[src/rtl/mux_pkg.sv]
// Shared constants for the ALU result multiplexer and the operand/result demultiplexer.
package mux_pkg;

  localparam int SEL_WIDTH        = 4;
  localparam int NUM_LANES        = 1 << SEL_WIDTH;
  localparam int DEFAULT_IN_WIDTH = 32;

endpackage : mux_pkg

[src/rtl/demux_lane_reg.sv]
// One demultiplexer lane: a holding register plus its valid flag (EMPTY/FULL).
module demux_lane_reg #(
  parameter int W = 32
) (
  input  logic         clk,
  input  logic         rst_n,
  input  logic         load,
  input  logic [W-1:0] load_data,
  input  logic         out_ready,
  output logic [W-1:0] data,
  output logic         valid
);

  logic [W-1:0] data_r;
  logic         valid_r;

  // Lane state: reset clears, a load wins over a concurrent drain, a drain only drops valid.
  always_ff @(posedge clk) begin
    if (!rst_n) begin
      data_r  <= {W{1'b0}};
      valid_r <= 1'b0;
    end else if (load) begin
      data_r  <= load_data;
      valid_r <= 1'b1;
    end else if (valid_r && out_ready) begin
      data_r  <= data_r;
      valid_r <= 1'b0;
    end else begin
      data_r  <= data_r;
      valid_r <= valid_r;
    end
  end

  assign data  = data_r;
  assign valid = valid_r;

endmodule : demux_lane_reg

[src/rtl/demultiplexer_1to16_reg.sv]
// Registered 1-to-16 demultiplexer with per-lane valid/ready handshakes.
// The top only decodes sel into a one-hot load vector and muxes in_ready.
module demultiplexer_1to16_reg
  import mux_pkg::*;
#(
  parameter int IN_WIDTH = DEFAULT_IN_WIDTH
) (
  input  logic                 clk,
  input  logic                 rst_n,
  input  logic [IN_WIDTH-1:0]  in_data,
  input  logic [SEL_WIDTH-1:0] sel,
  input  logic                 in_valid,
  output logic                 in_ready,
  output logic [IN_WIDTH-1:0]  out_0,
  output logic [IN_WIDTH-1:0]  out_1,
  output logic [IN_WIDTH-1:0]  out_2,
  output logic [IN_WIDTH-1:0]  out_3,
  output logic [IN_WIDTH-1:0]  out_4,
  output logic [IN_WIDTH-1:0]  out_5,
  output logic [IN_WIDTH-1:0]  out_6,
  output logic [IN_WIDTH-1:0]  out_7,
  output logic [IN_WIDTH-1:0]  out_8,
  output logic [IN_WIDTH-1:0]  out_9,
  output logic [IN_WIDTH-1:0]  out_10,
  output logic [IN_WIDTH-1:0]  out_11,
  output logic [IN_WIDTH-1:0]  out_12,
  output logic [IN_WIDTH-1:0]  out_13,
  output logic [IN_WIDTH-1:0]  out_14,
  output logic [IN_WIDTH-1:0]  out_15,
  output logic [NUM_LANES-1:0] out_valid,
  input  logic [NUM_LANES-1:0] out_ready
);

  logic [NUM_LANES-1:0] load_s;
  logic                 xfer_s;
  logic [IN_WIDTH-1:0]  lane_data_s [NUM_LANES];

  // Ready depends only on the targeted lane's state, never on in_valid.
  always_comb begin
    in_ready = !out_valid[sel] || out_ready[sel];
  end

  // One-hot load decode, gated by the accepted transfer.
  always_comb begin
    load_s = {NUM_LANES{1'b0}};
    xfer_s = in_valid && in_ready;
    if (xfer_s) begin
      load_s = {{(NUM_LANES-1){1'b0}}, 1'b1} << sel;
    end else begin
      load_s = {NUM_LANES{1'b0}};
    end
  end

  for (genvar i = 0; i < NUM_LANES; i++) begin : g_lane
    demux_lane_reg #(.W(IN_WIDTH)) u_lane (
      .clk       (clk),
      .rst_n     (rst_n),
      .load      (load_s[i]),
      .load_data (in_data),
      .out_ready (out_ready[i]),
      .data      (lane_data_s[i]),
      .valid     (out_valid[i])
    );
  end

  assign out_0  = lane_data_s[0];
  assign out_1  = lane_data_s[1];
  assign out_2  = lane_data_s[2];
  assign out_3  = lane_data_s[3];
  assign out_4  = lane_data_s[4];
  assign out_5  = lane_data_s[5];
  assign out_6  = lane_data_s[6];
  assign out_7  = lane_data_s[7];
  assign out_8  = lane_data_s[8];
  assign out_9  = lane_data_s[9];
  assign out_10 = lane_data_s[10];
  assign out_11 = lane_data_s[11];
  assign out_12 = lane_data_s[12];
  assign out_13 = lane_data_s[13];
  assign out_14 = lane_data_s[14];
  assign out_15 = lane_data_s[15];

endmodule : demultiplexer_1to16_reg

[config.mk]
export PLATFORM = sky130hd
export DESIGN_NAME = demultiplexer_1to16_reg
export DESIGN_NICKNAME = d
export VERILOG_FILES = /design/src/rtl/mux_pkg.sv /design/src/rtl/demux_lane_reg.sv /design/src/rtl/demultiplexer_1to16_reg.sv
export SDC_FILE = /design/constraint.sdc
export NUM_CORES = 1
export LEC_CHECK = 0
export CORE_AREA = 2 2 226 228
export CTS_CLUSTER_DIAMETER = 150
export CTS_CLUSTER_SIZE = 16
export DETAILED_ROUTE_END_ITERATION = 10
export DIE_AREA = 0 0 228 230
export GPL_TIMING_DRIVEN = 0
export PLACE_DENSITY_LB_ADDON = 0.05
export REMOVE_ABC_BUFFERS = 1
export SETUP_SLACK_MARGIN = 0.05
export SYNTH_ARGS = -nofsm -noshare
export SYNTH_HDL_FRONTEND = slang
export SYNTH_SLANG_ARGS = --single-unit
[constraint.sdc]
create_clock -name clk -period 4.75 [get_ports clk]
set_input_delay 1.425 -clock clk [delete_from_list [all_inputs] [get_ports clk]]
set_output_delay 1.425 -clock clk [all_outputs]
set_load 0.005 [all_outputs]
---- Word level (Yosys, flattened, before mapping) ----
Cells that the tools add are included.
word-level totals
  bits in writable memories ............... 0
  bits of input ports ..................... 55
  bits in registers ....................... 528
  word-level logic and storage cells ...... 106
  memories ................................ 0
  latch bits .............................. 0
  memory bits (read-only) ................. 0
operators by class
  order comparisons ....................... 1
  multiply operators ...................... 0
  equality and inequality tests ........... 0
  bitwise gates (word level) .............. 0
  shift operators ......................... 1
  add/sub/neg operators ................... 0
  reduce and logical (&&, ||, !) cells .... 35
  multiplexer cells ....................... 37
  div/mod/pow operators ................... 0
operator list
  cell                                                                           number
  1-bit two-way mux                                                              34
  2-bit nonzero test                                                             16
  1-bit logical AND                                                              17
  16-bit two-way mux                                                             1
  1-bit by 4-bit << shifter with 16-bit output (first input constant)            1
  1-bit binary-select mux with 4-bit select                                      2
  4-bit by 5-bit less-than comparator with 1-bit output (second input constant)  1
  1-bit zero test                                                                1
  1-bit logical OR                                                               1

---- Longest topological paths before layout ----
Gate-level depths: netlist (run 1).
  word-level depth ........................ 7
  depth in mapped cells ................... 7

---- By module ----
Synthesis (run 1) repeated with hierarchy kept, for this count alone.
unflattened totals
  cell total of the unflattened synthesis .. 1761
  area, all modules ....................... 20892.5 um^2
by module, submodules not included
  module                   times used  area each (um^2)  cells an instance  sequential area each (um^2)
  demux_lane_reg           16          1277.5            106                660.6
  demultiplexer_1to16_reg  1           452.9             65                 0.0

---- Worst setup path before layout (run 1) ----
No wires, ideal clock.
  kind .................................... input to output
  from .................................... input sel[0]
  to ...................................... output in_ready
  arrival ................................. 2.327 ns
  buffers on the path ..................... 1
  required time ........................... 3.325 ns
  slack ................................... 0.998 ns
  stages on the path ...................... 4
  path through ............................ buf_4 o311ai_0 a21oi_1 or3_1
on the way
  cells in the longest elaborated chain, start to end .. 4
  elaborated cells on any way between the ends .. 6
RTL lines
  what                                       RTL line                       RTL
  start, declared                            demultiplexer_1to16_reg.sv:11  input logic [SEL_WIDTH-1:0] sel,
  1-bit binary-select mux with 4-bit select  demultiplexer_1to16_reg.sv:40  in_ready = !out_valid[sel] || out_ready[sel];
  1-bit two-way mux (implied by the code)    demultiplexer_1to16_reg.sv:40
  1-bit zero test                            demultiplexer_1to16_reg.sv:40
  1-bit logical OR (*)                       demultiplexer_1to16_reg.sv:40
  end, declared                              demultiplexer_1to16_reg.sv:13  output logic in_ready,
Mark *: on every way between the ends. The rest lies on a longest branch, timed or not. The select of a mux whose other input is x is not followed.

---- Final worst setup path (run 1) ----
  from .................................... input out_ready[7]
  to ...................................... output in_ready
on the way
  cells in the longest elaborated chain, start to end .. 3
RTL lines
  what                                       RTL line                       RTL
  start, declared                            demultiplexer_1to16_reg.sv:31  input logic [NUM_LANES-1:0] out_ready
  1-bit binary-select mux with 4-bit select  demultiplexer_1to16_reg.sv:40
  1-bit two-way mux (implied by the code)    demultiplexer_1to16_reg.sv:40
  1-bit logical OR                           demultiplexer_1to16_reg.sv:40
Every way passes these cells. The select of a mux whose other input is x is not followed.

==> results.md, run 1 <==
| Step | Item | Value |
|---|---|---|
| status | Run status | complete, no violations |
| sta | RSZ-0062 raised after global routing | no |
| critical path | Worst Setup Path Type | in2out |
| grt | GR met2 Demand/Resource | 0.426 |
| grt | Antenna violations before repair | 0 |
| route | WL per Instance | 21.5 µm |
| clock network | Clock tree from TritonCTS | yes |
| grt | Gr ovfl total | 0 |
| layout | Final design area excluding fillers | 0.0262 mm² |
| critical path | Nature of the critical path endpoint | output port |
| place | Total placed instance area | 0.0252 mm² |
| pwr | Power per Cell Area | 307 mW/mm² |
| grt | Via count of the first global-routing pass | 15,400 |
| job | Max-cap violation count | 0 |
| grt | Largest net degree at the start of global routing | 170 |
| synth | Synth Register Bits | 528 |
| critical path | Worst path arrival time | 2.96 ns |
| layout | Total area of multi-input combinational cells | 0.00730 mm² |
| pwr | Leakage | 0.00871 µW |
| floorplan | Die outline area | 0.0524 mm² |
| floorplan | Vertical extent of the die | 230 µm |
| sta | Worst slew margin relative to its limit | 0.350 |
| pwr | P_int | 6160 µW |
| grt | Global-route wire length before repair | 102,000 µm |
| synth | Dominant register cell in the synthesized netlist | sky130_fd_sc_hd__dfxtp_1 |
| pwr | Total power of the final layout | 8040 µW |
| route | Number of DRC markers in iteration 0 | 845 |
| synth | EDFF count, synth | 0 |
| place | Port Buffer Count | 583 |
| synth | Post-synthesis sequential area ratio | 0.563 |
| sta | Final max-slew violation count | 0 |
| sta | Crit share post-route | 0.924 |
| floorplan | Core box area | 0.0499 mm² |
| synth | Ys async rst share | 0 |
| clock network | Later-pin clock latency in the skew report | 0.57 ns |
| sta | Worst slew pin tran | 0.971 ns |
| route | Post-detailed-route DRC marker count | 0 |
| clock network | Post-CTS Hold Fix Bufs | 0 |
| pwr | Part of the total power dissipated in sequential elements | 0.561 |
| pwr | Switching portion of total power | 0.233 |
| synth | Syn. warnings | 0 |
| clock network | CTS max path bufs | 3 |
| clock network | Number of clock sinks | 528 |
| layout | Share of cells above drive strength 1 | 0.0438 |
| route | Routed vias/inst | 5.05 |
| route | Antenna Nets Post-Route | 0 |
| synth | Number of unique standard cell types used by synthesis | 35 |
| synth | Top post-synthesis cells by count | 544 x sky130_fd_sc_hd__nand2_1, 528 x sky130_fd_sc_hd__dfxtp_1, 259 x sky130_fd_sc_hd__nand3_1, 170 x sky130_fd_sc_hd__o21ai_1, 163 x sky130_fd_sc_hd__a21boi_1 |
| sta | Time the worst path needs with I/O delays and setup | 4.39 ns |
| floorplan | Starting utilization of the core area | 0.377 |
| grt | Most crowded layer after global routing | met2 |
| clock network | Number of buffers added for setup after CTS | 0 |
| layout | Area taken by flip-flops and latches | 0.0106 mm² |
| grt | Overall fraction of global-route tracks in use | 0.257 |
| critical path | Data required time of the worst path | 3.32 ns |
| grt | Met3 routing resource usage after global routing | 0.0707 |
| synth | Post-synthesis cell count | 2,148 |
| sta | Clock tree skew after final layout | 0.0107 ns |
| grt | GRT met1 Usage | 0.316 |
| sta | Number of endpoints with negative hold slack in the final report | 0 |
| layout | Nets | 2,633 |
| critical path | Maximum net fanout on the critical path | 3 |
| route | Total number of vias | 16,400 |
| synth | Mean instance size in the synthesized netlist | 8.74 µm² |
| floorplan | # rows | 82 |
| layout | Count of filler cells inserted in the layout | 4,739 |
| clock network | Deepest level of the CTS H-tree | 2 |
| layout | Area growth from synthesis to layout | 39.5% |
| floorplan | Number of top-level pins | 584 |
| sta | Maximum clock rate | 0.228 GHz |
| pwr | Clock power frac | 0.372 |
| place | Weighted congestion reported at the end of routability-driven placement | 0.832 |
| pwr | Maximum VDD drop | 0.216 mV |
| clock network | Clock transition at the register clock pins on the worst setup and hold paths after CTS | 0.07 ns |
| route | Routed Wire Length | 69,900 µm |
| pwr | Switch Pwr | 1870 µW |
| sta | Total of endpoints with negative setup slack in the final report | 0 |
| synth | Most area-consuming cells after synthesis | sky130_fd_sc_hd__dfxtp_1 56%, sky130_fd_sc_hd__nand2_1 11%, sky130_fd_sc_hd__nand3_1 6.9%, sky130_fd_sc_hd__a21boi_1 6.5%, sky130_fd_sc_hd__o21ai_1 4.5% |
| clock network | TritonCTS Buffers | 38 |
| floorplan | Die boundary width | 228 µm |
| synth | Leading area contributor after synthesis | sky130_fd_sc_hd__dfxtp_1 |
| critical path | Worst Setup Start Kind | primary input |
| synth | Netlist Area Pre-Place | 0.0188 mm² |
| synth | Area share of the largest cell type after synthesis | 0.563 |
| pwr | Part of the power in combinational logic | 0.067 |
| route | Detailed Routing Iterations Pass 1 | 5 |
| clock network | Clock tree root buffer cell | sky130_fd_sc_hd__clkbuf_16 |
| worst hold path | Type of the tightest min-delay check | reg2reg |
| layout | ANT cells | 0 |
| place | Detailed placer's ending HPWL | 49,600 µm |
| synth | Most common cell in the synthesized netlist | sky130_fd_sc_hd__nand2_1 |
[timing repair]
item / CTS / global route
pin swaps: 0 / 2
setup endpoints to repair: 1 / 1
gates resized for setup: 12 / 11
[per-layer routing]
| layer | vias to the layer above | part of all wire | wire length [µm] |
|---|---|---|---|
| li1 | 8013 | - | - |
| met1 | 7804 | 0.42 | 29100 |
| met2 | 493 | 0.47 | 32900 |
| met5 | - | 0 | 0 |
| met4 | 0 | 0.039 | 2730 |
| met3 | 110 | 0.074 | 5180 |
[cells in the final DEF (no fill, tap or decap), types with 4 or more instances in the layout]
cell type	n
sky130_fd_sc_hd__clkdlybuf4s50_1	577
sky130_fd_sc_hd__buf_8	8
sky130_fd_sc_hd__o21ai_1	170
sky130_fd_sc_hd__o21ai_0	86
sky130_fd_sc_hd__dfxtp_1	528
sky130_fd_sc_hd__nor3_1	5
sky130_fd_sc_hd__nand3_1	256
sky130_fd_sc_hd__a21boi_1	163
sky130_fd_sc_hd__nand3b_1	4
sky130_fd_sc_hd__nand2_1	544
sky130_fd_sc_hd__o21a_1	9
sky130_fd_sc_hd__nor2b_1	4
sky130_fd_sc_hd__a21boi_0	100
sky130_fd_sc_hd__nor2b_2	7
sky130_fd_sc_hd__buf_16	14
sky130_fd_sc_hd__clkbuf_16	39
sky130_fd_sc_hd__or3_2	9
sky130_fd_sc_hd__nand3_2	4
sky130_fd_sc_hd__buf_12	8
sky130_fd_sc_hd__nand2b_1	7
[metrics by stage]
stage                     setup slack [ns]  setup TNS (ns)  instances  hold WS, ns   util
after floorplan                       1.04               0       1926        0.451      -
after global placement              -15.26        -6587.87       3181        0.441  0.490
after detailed placement            -0.344          -0.344       3210        0.444  0.505
after CTS                           0.0508               0       3250        0.454  0.525
after global routing                 0.281               0       3250        0.472  0.525
final                                0.360               0       3250        0.451  0.525
[final cells by class]
cell class,instances,share of cell area
Timing Repair Buffer,612,0.248
Clock buffer,39,0.0372
Multi-Input combinational cell,1397,0.279
Clock inverter,1,0.000334
Inverter,1,0.000143
Tap cell,672,0.0321
Sequential cell,528,0.403
[registers in the layout, summed over array words and instances, names as in the netlist]
signal / count
g_lane.u_lane.valid: 16
g_lane.u_lane.data: 512
[kinds of logic after synthesis]
kind of cell	Yosys count	synth area share
and+or+nand+nor	862	0.201
AOI/OAI and AO/OA	531	0.178
DFF	528	0.563
buffers and inverters	223	0.0541
muxes	4	0.00413
[critical path: stages]
cell and delay (ns):
sky130_fd_sc_hd__clkdlybuf4s50_1 0.40, sky130_fd_sc_hd__nor2b_1 0.22, sky130_fd_sc_hd__mux4_2 0.28, sky130_fd_sc_hd__o22ai_2 0.09, sky130_fd_sc_hd__or3_1 0.37, sky130_fd_sc_hd__dlymetal6s2s_1 0.17
[path summary, 6_finish.rpt]
check / start / endpoint / slack [ns] / cells past startpoint
worst min-delay path: g_lane[15].u_lane.data[8]$_SDFFE_PN0P_ / g_lane[15].u_lane.data[8]$_SDFFE_PN0P_ / 0.45 / 2
worst max-delay path: out_ready[7] / in_ready / 0.36 / 6
worst min register to register: g_lane[15].u_lane.data[8]$_SDFFE_PN0P_ / g_lane[15].u_lane.data[8]$_SDFFE_PN0P_ / 0.45 / 2
worst max register to register: g_lane[7].u_lane.valid$_SDFFE_PN0P_ / g_lane[7].u_lane.data[26]$_SDFFE_PN0P_ / 2.76 / 5
[power groups by stage]
stage,clock [µW],combinational [µW],sequential [µW]
after floorplan,0,143,4620
after global placement,0,608,4610
after detailed placement,0,537,4610
after CTS,3090,539,4510
after global routing,3230,575,4510
final,2990,536,4510
Note: power is estimated with default switching activity, not from simulation.
==> run 2, diff against run 1 <==
--- a/config.mk
+++ b/config.mk
@@ -5,11 +5,11 @@
 export SDC_FILE = /design/constraint.sdc
 export NUM_CORES = 1
 export LEC_CHECK = 0
-export CORE_AREA = 2 2 226 228
+export CORE_AREA = 2 2 228 230
 export CTS_CLUSTER_DIAMETER = 150
 export CTS_CLUSTER_SIZE = 16
 export DETAILED_ROUTE_END_ITERATION = 10
-export DIE_AREA = 0 0 228 230
+export DIE_AREA = 0 0 230 232
 export GPL_TIMING_DRIVEN = 0
 export PLACE_DENSITY_LB_ADDON = 0.05
 export REMOVE_ABC_BUFFERS = 1
==> run 2 against run 1 <==
  * Sequential cell count unchanged
  * Combinational power about the same
  * Hold slack better by 0.0020 ns
  * Total power up 0.21%
  * Sequential power about the same
  * First-iteration DRC count up 17%
  * Final area about the same
  * Core utilization down 1.0 points
  * Worst setup slack better by 0.012 ns
  * Maximum frequency up 0.27%
  * Sequential share of layout area about the same
  * Critical path type unchanged
  * Largest cell class unchanged
  * Highest routed layer unchanged
==> results.md, run 2 (synthesized netlist as in run 1, its figures left out) <==
| Step | Item | Value |
|---|---|---|
| floorplan | Die boundary width | 230 µm |
| clock network | Number of buffers added for setup after CTS | 0 |
| layout | Count of placed standard cells in the final layout, fillers left out | 3,260 |
| route | Detailed Routing Iterations Pass 1 | 5 |
| sta | Crit share post-route | 0.922 |
| sta | Number of endpoints with negative hold slack in the final report | 0 |
| grt | Global-route wire length before repair | 102,000 µm |
| place | Detailed placer's ending HPWL | 50,500 µm |
| floorplan | Core box area | 0.0509 mm² |
| place | Number of cells in the design after placement | 3,218 |
| place | Port Buffer Count | 583 |
| sta | Clock tree skew after final layout | 0.0147 ns |
| route | Total number of vias | 16,400 |
| critical path | Capture point of the worst path | in_ready |
| sta | Maximum clock rate | 0.228 GHz |
| pwr | Leakage | 0.00870 µW |
| critical path | Startpoint of the worst setup timing path | out_ready[5] |
| status | Run status | complete, no violations |
| pwr | Total power of the final layout | 8050 µW |
| worst hold path | Type of the tightest min-delay check | reg2reg |
| critical path | Data required time of the worst path | 3.32 ns |
| critical path | Family of cells with the greatest summed delay on the critical path | simple AND/OR/NAND/NOR gates |
| layout | Top library cells by usage in the layout, fill and taps aside | 577 x sky130_fd_sc_hd__clkdlybuf4s50_1, 544 x sky130_fd_sc_hd__nand2_1, 528 x sky130_fd_sc_hd__dfxtp_1 |
| floorplan | Number of top-level pins | 584 |
| critical path | Flop-to-flop setup slack | 2.79 ns |
| critical path | Worst Setup Path Type | in2out |
| clock network | TritonCTS Buffers | 38 |
| sta | Total of endpoints with negative setup slack in the final report | 0 |
| critical path | Worst Setup Start Kind | primary input |
| place | Weighted congestion reported at the end of routability-driven placement | 0.859 |
| critical path | Reg2Reg Launch Point | g_lane[8].u_lane.valid$_SDFFE_PN0P_ |
| critical path | Instance count on the critical path | 6 |
| grt | Via count of the first global-routing pass | 15,300 |
| critical path | Max stage delay on crit path | 0.40 ns |
| grt | Overall fraction of global-route tracks in use | 0.253 |
| layout | Leading cell type in the layout, fill and taps excluded | sky130_fd_sc_hd__clkdlybuf4s50_1 |
| floorplan | Die outline area | 0.0534 mm² |
| pwr | Maximum VDD drop | 0.300 mV |
| clock network | CTS max path bufs | 3 |
| route | Post-detailed-route DRC marker count | 0 |
| critical path | Maximum net fanout on the critical path | 4 |
| grt | Antenna violations before repair | 1 |
| sta | Final max-slew violation count | 0 |
| layout | Share of cells above drive strength 1 | 0.0442 |
| pwr | Power per Cell Area | 307 mW/mm² |
| sta | Worst slew margin relative to its limit | 0.328 |
| floorplan | # rows | 83 |
| critical path | Reg2reg path depth | 7 |
| floorplan | Starting utilization of the core area | 0.369 |
| sta | Worst slew pin tran | 1.01 ns |
| route | WL per Instance | 21.6 µm |
| clock network | Clock tree root buffer cell | sky130_fd_sc_hd__clkbuf_16 |
| job | Max-cap violation count | 0 |
| layout | Largest register FFs | 512 |
| layout | Area growth from synthesis to layout | 39.6% |
| grt | Largest net degree at the start of global routing | 125 |
| layout | Nets | 2,633 |
| sta | Time the worst path needs with I/O delays and setup | 4.38 ns |
| route | Routed Wire Length | 70,300 µm |
| critical path | Worst-path cell with the longest stage delay | sky130_fd_sc_hd__clkdlybuf4s50_1 |
| clock network | Clock transition at the register clock pins on the worst setup and hold paths after CTS | 0.07 ns |
| critical path | Number of buffers and inverters on the critical path | 2 |
| critical path | Destination of the worst register-to-register timing path | g_lane[8].u_lane.data[2]$_SDFFE_PN0P_ |
| worst hold path | Hold-critical path depth | 2 |
| clock network | Number of clock sinks | 528 |
| route | Routed vias/inst | 5.03 |
| critical path | Worst path arrival time | 2.95 ns |
| grt | Gr ovfl total | 0 |
| clock network | Later-pin clock latency in the skew report | 0.57 ns |
| critical path | Worst-path cell chain | clkdlybuf4s50_1, nor2b_1, mux4_2, o22ai_2, or3_4, dlymetal6s2s_1 |
| floorplan | Vertical extent of the die | 232 µm |
| clock network | Post-CTS Hold Fix Bufs | 0 |
| place | Total placed instance area | 0.0252 mm² |
| clock network | Clock tree from TritonCTS | yes |
| route | Antenna Nets Post-Route | 0 |
| route | Number of DRC markers in iteration 0 | 987 |
| critical path | Nature of the critical path endpoint | output port |
| worst hold path | Hold path start | g_lane[15].u_lane.data[13]$_SDFFE_PN0P_ |
| sta | WHS | 0.453 ns |
| clock network | Deepest level of the CTS H-tree | 2 |
| sta | RSZ-0062 raised after global routing | no |
| layout | Final design area excluding fillers | 0.0262 mm² |
-- run 2: changes by cell type in the layout (fill, tap and decap cells not counted), moves of 2 or more --
cell,change
sky130_fd_sc_hd__buf_12,-2
sky130_fd_sc_hd__nor2b_2,-2
sky130_fd_sc_hd__or3_4,+2
sky130_fd_sc_hd__nor2b_4,+2
sky130_fd_sc_hd__dlygate4sd2_1,+2
sky130_fd_sc_hd__dlymetal6s2s_1,-2
-- run 2: tightest hold or removal path, cell delays in order (launching register included) --
cell and delay (ns):
sky130_fd_sc_hd__dfxtp_1 0.31, sky130_fd_sc_hd__nand2_1 0.05, sky130_fd_sc_hd__a21boi_1 0.05
-- run 2: timing repair --
| action | CTS | global route |
|---|---|---|
| pin swaps | 0 | 2 |
| setup endpoints to repair | 1 | 1 |
| resized for setup | 14 | 11 |
| cloned | 0 | 0 |
-- run 2: how the worst min path moves through the flow --
stage,endpoint,slack (ns)
after floorplan,g_lane[0].u_lane.data[10]$_SDFFE_PN0P_,0.45
after global placement,g_lane[2].u_lane.data[5]$_SDFFE_PN0P_,0.44
after detailed placement,g_lane[15].u_lane.data[29]$_SDFFE_PN0P_,0.44
after CTS,g_lane[15].u_lane.data[29]$_SDFFE_PN0P_,0.45
after global routing,g_lane[12].u_lane.data[9]$_SDFFE_PN0P_,0.47
final,g_lane[15].u_lane.data[13]$_SDFFE_PN0P_,0.45
-- run 2: per-layer routing --
metal | wire length [µm] | GRT usage
met1 | 29000 | 0.305
met5 | 0 | 0
met3 | 5310 | 0.0753
met2 | 32900 | 0.422
met4 | 3050 | 0.104
-- run 2: power breakdown --
| group | internal, µW | total, µW | switching (µW) |
|---|---|---|---|
| Sequential | 4480 | 4510 | 29.1 |
| Combinational | 227 | 539 | 311 |
| Clock | 1430 | 3010 | 1570 |
| Total | 6140 | 8050 | 1910 |
-- run 2: layout make-up --
cell class	count	area (µm²)
Inverter	1	3.75
Clock inverter	3	33.8
Timing Repair Buffer	612	6500
Sequential cell	528	10600
Antenna cell	1	2.50
Tap cell	680	851
Fill cell	4888	24700
Clock buffer	38	951
Multi-Input combinational cell	1397	7310
-- run 2: through the flow --
stage	util	worst slack [ns]	setup TNS (ns)
2_1_floorplan	-	1.04	0
3_3_place_gp	0.481	-15.42	-6598.80
3_5_place_dp	0.495	-0.359	-0.359
4_1_cts	0.515	0.0520	0
5_1_grt	0.515	0.339	0
6_report	0.515	0.372	0
==> run 3, diff against run 2 <==
--- a/config.mk
+++ b/config.mk
@@ -14,6 +14,7 @@
 export PLACE_DENSITY_LB_ADDON = 0.05
 export REMOVE_ABC_BUFFERS = 1
 export SETUP_SLACK_MARGIN = 0.05
+export SLEW_MARGIN = 20
 export SYNTH_ARGS = -nofsm -noshare
 export SYNTH_HDL_FRONTEND = slang
 export SYNTH_SLANG_ARGS = --single-unit
==> run 3 against run 2 <==
  * Sequential cell count unchanged
  * Via count hardly changed
  * Global-route usage is 0.16 points higher
  * Core utilization is 0.30 points higher
  * Highest routed layer unchanged
  * Non-clock buffer count increased by 12
  * Hold slack worse by 0.0014 ns
  * Largest power group unchanged
  * Maximum frequency shrank 0.41%
==> results.md, run 3 (synthesized netlist as in run 1, its figures left out) <==
| Step | Item | Value |
|---|---|---|
| status | Run status | complete, no violations |
| grt | Gr ovfl total | 0 |
| place | Setup WS pre-CTS | -0.362 ns |
| sta | Number of endpoints with negative hold slack in the final report | 0 |
| grt | Antenna violations before repair | 1 |
| clock network | Clock tree from TritonCTS | yes |
| clock network | Number of clock sinks | 528 |
| critical path | Nature of the critical path endpoint | output port |
| grt | Overall fraction of global-route tracks in use | 0.255 |
| floorplan | Starting utilization of the core area | 0.369 |
| route | Number of DRC markers in iteration 0 | 874 |
| critical path | Maximum net fanout on the critical path | 4 |
| layout | Area growth from synthesis to layout | 40.4% |
| sta | WHS | 0.452 ns |
| pwr | Switching portion of total power | 0.234 |
| critical path | Startpoint of the worst setup timing path | out_ready[11] |
| sta | Maximum clock rate | 0.227 GHz |
| worst hold path | Hold worst-path end | g_lane[13].u_lane.data[13]$_SDFFE_PN0P_ |
| floorplan | # rows | 83 |
| sta | Time the worst path needs with I/O delays and setup | 4.40 ns |
| floorplan | Vertical extent of the die | 232 µm |
| pwr | Power per Cell Area | 305 mW/mm² |
| layout | Leading cell type in the layout, fill and taps excluded | sky130_fd_sc_hd__clkdlybuf4s50_1 |
| floorplan | Core box area | 0.0509 mm² |
| route | Antenna Nets Post-Route | 0 |
| critical path | Worst-path cell chain | clkdlybuf4s50_1, nor2b_1, mux4_2, o22ai_2, or3_1, dlymetal6s2s_1 |
| clock network | Post-CTS Hold Fix Bufs | 0 |
| critical path | Max stage delay on crit path | 0.42 ns |
| place | Port Buffer Count | 583 |
| pwr | Leakage | 0.00878 µW |
| job | Max-cap violation count | 0 |
| worst hold path | Hold-critical path depth | 2 |
| clock network | Clock tree root buffer cell | sky130_fd_sc_hd__clkbuf_16 |
| critical path | Reg2reg path depth | 5 |
| grt | Largest net degree at the start of global routing | 125 |
| worst hold path | Hold path start | g_lane[13].u_lane.data[13]$_SDFFE_PN0P_ |
| floorplan | Number of top-level pins | 584 |
| route | WL per Instance | 21.5 µm |
| sta | Worst slew pin tran | 0.772 ns |
| sta | Setup slack of the critical path after layout | 0.354 ns |
| critical path | Worst path arrival time | 2.97 ns |
| route | Detailed Routing Iterations Pass 1 | 5 |
| place | Detailed placer's ending HPWL | 52,000 µm |
| grt | Via count of the first global-routing pass | 15,500 |
| critical path | Flop-to-flop setup slack | 2.96 ns |
| pwr | Switch Pwr | 1880 µW |
| clock network | Number of buffers added for setup after CTS | 0 |
| clock network | Later-pin clock latency in the skew report | 0.57 ns |
| floorplan | Die boundary width | 230 µm |
| worst hold path | Type of the tightest min-delay check | reg2reg |
| route | Routed vias/inst | 5.02 |
| layout | Largest register FFs | 512 |
| critical path | Worst-path cell with the longest stage delay | sky130_fd_sc_hd__clkdlybuf4s50_1 |
| clock network | Deepest level of the CTS H-tree | 2 |
| critical path | Worst Setup Start Kind | primary input |
| sta | Final max-slew violation count | 0 |
| sta | RSZ-0062 raised after global routing | no |
| critical path | Worst Setup Path Type | in2out |
| floorplan | Die outline area | 0.0534 mm² |
| clock network | CTS max path bufs | 3 |
| pwr | Part of the total power dissipated in sequential elements | 0.560 |
| sta | Clock tree skew after final layout | 0.0211 ns |
| layout | Nets | 2,645 |
| critical path | Data required time of the worst path | 3.32 ns |
| clock network | TritonCTS Buffers | 38 |
| critical path | Destination of the worst register-to-register timing path | g_lane[13].u_lane.data[15]$_SDFFE_PN0P_ |
| sta | Worst slew margin relative to its limit | 0.484 |
| route | Post-detailed-route DRC marker count | 0 |
| place | Weighted congestion reported at the end of routability-driven placement | 0.859 |
| route | Total number of vias | 16,400 |
| layout | Share of cells above drive strength 1 | 0.0475 |
| pwr | Clock power frac | 0.372 |
| pwr | P_int | 6170 µW |
| critical path | Reg2Reg Launch Point | g_lane[13].u_lane.valid$_SDFFE_PN0P_ |
| clock network | Clock transition at the register clock pins on the worst setup and hold paths after CTS | 0.07 ns |
| route | Routed Wire Length | 70,400 µm |
| sta | Total of endpoints with negative setup slack in the final report | 0 |
| grt | Global-route wire length before repair | 102,000 µm |
| pwr | Part of the power in combinational logic | 0.067 |
| layout | Top library cells by usage in the layout, fill and taps aside | 577 x sky130_fd_sc_hd__clkdlybuf4s50_1, 544 x sky130_fd_sc_hd__nand2_1, 528 x sky130_fd_sc_hd__dfxtp_1 |
| sta | Crit share post-route | 0.926 |
| pwr | Maximum VDD drop | 0.237 mV |
run 3: cell types whose count changed in the layout (fill, tap and decap cells not counted), moves of 3 or more:
cell / change
sky130_fd_sc_hd__buf_6: +11
sky130_fd_sc_hd__or3_2: -5
sky130_fd_sc_hd__or3_4: +4
sky130_fd_sc_hd__buf_12: -3
run 3: worst max path at each step:
stage / to / slack (ns)
CTS: in_ready / 0.05
finish: in_ready / 0.35
global placement: g_lane[8].u_lane.data[11]$_SDFFE_PN0P_ / -15.42
detailed placement: in_ready / -0.36
floorplan: in_ready / 1.04
global route: in_ready / 0.30
run 3: critical path: cells and delay by family:
kind            cells  cell delay [ns]
buf+inv             2             0.59
compound gates      1             0.07
mux                 1             0.29
simple gates        2             0.59
run 3: layer usage:
metal  wire length (µm)  GRT usage
met3               5350     0.0751
met4               3520      0.119
met5                  0          0
met1              29000      0.308
met2              32500      0.417
run 3: timing repair:
action,CTS,global route
gates resized for setup,15,6
endpoints found under the setup margin,1,1
pin swaps,0,2
endpoints found under the hold margin,0,0
run 3: through the flow:
stage               power (µW)  TNS (ns)   util  area (µm²)  std cells
detailed placement        5160    -0.362  0.498       25300       3230
global placement          5220  -6598.80  0.481       24500       3189
global route              8330         0  0.518       26400       3271
CTS                       8150         0  0.518       26400       3270
floorplan                 4760         0      -       17800       1926
finish                    8050         0  0.518       26400       3272
run 3: layout make-up:
class | instances | area, µm²
Timing Repair Buffer | 624 | 6650
Clock buffer | 39 | 976
Clock inverter | 1 | 8.76
Fill cell | 4768 | 24500
Sequential cell | 528 | 10600
Inverter | 1 | 3.75
Antenna cell | 2 | 5.00
Tap cell | 680 | 851
Multi-Input combinational cell | 1397 | 7310
run 3: power by group through the flow:
stage / clock network (µW) / logic [µW] / registers, µW
global placement: 0 / 608 / 4610
finish: 3000 / 543 / 4510
CTS: 3090 / 546 / 4510
global route: 3230 / 582 / 4510
floorplan: 0 / 143 / 4620
detailed placement: 0 / 544 / 4610
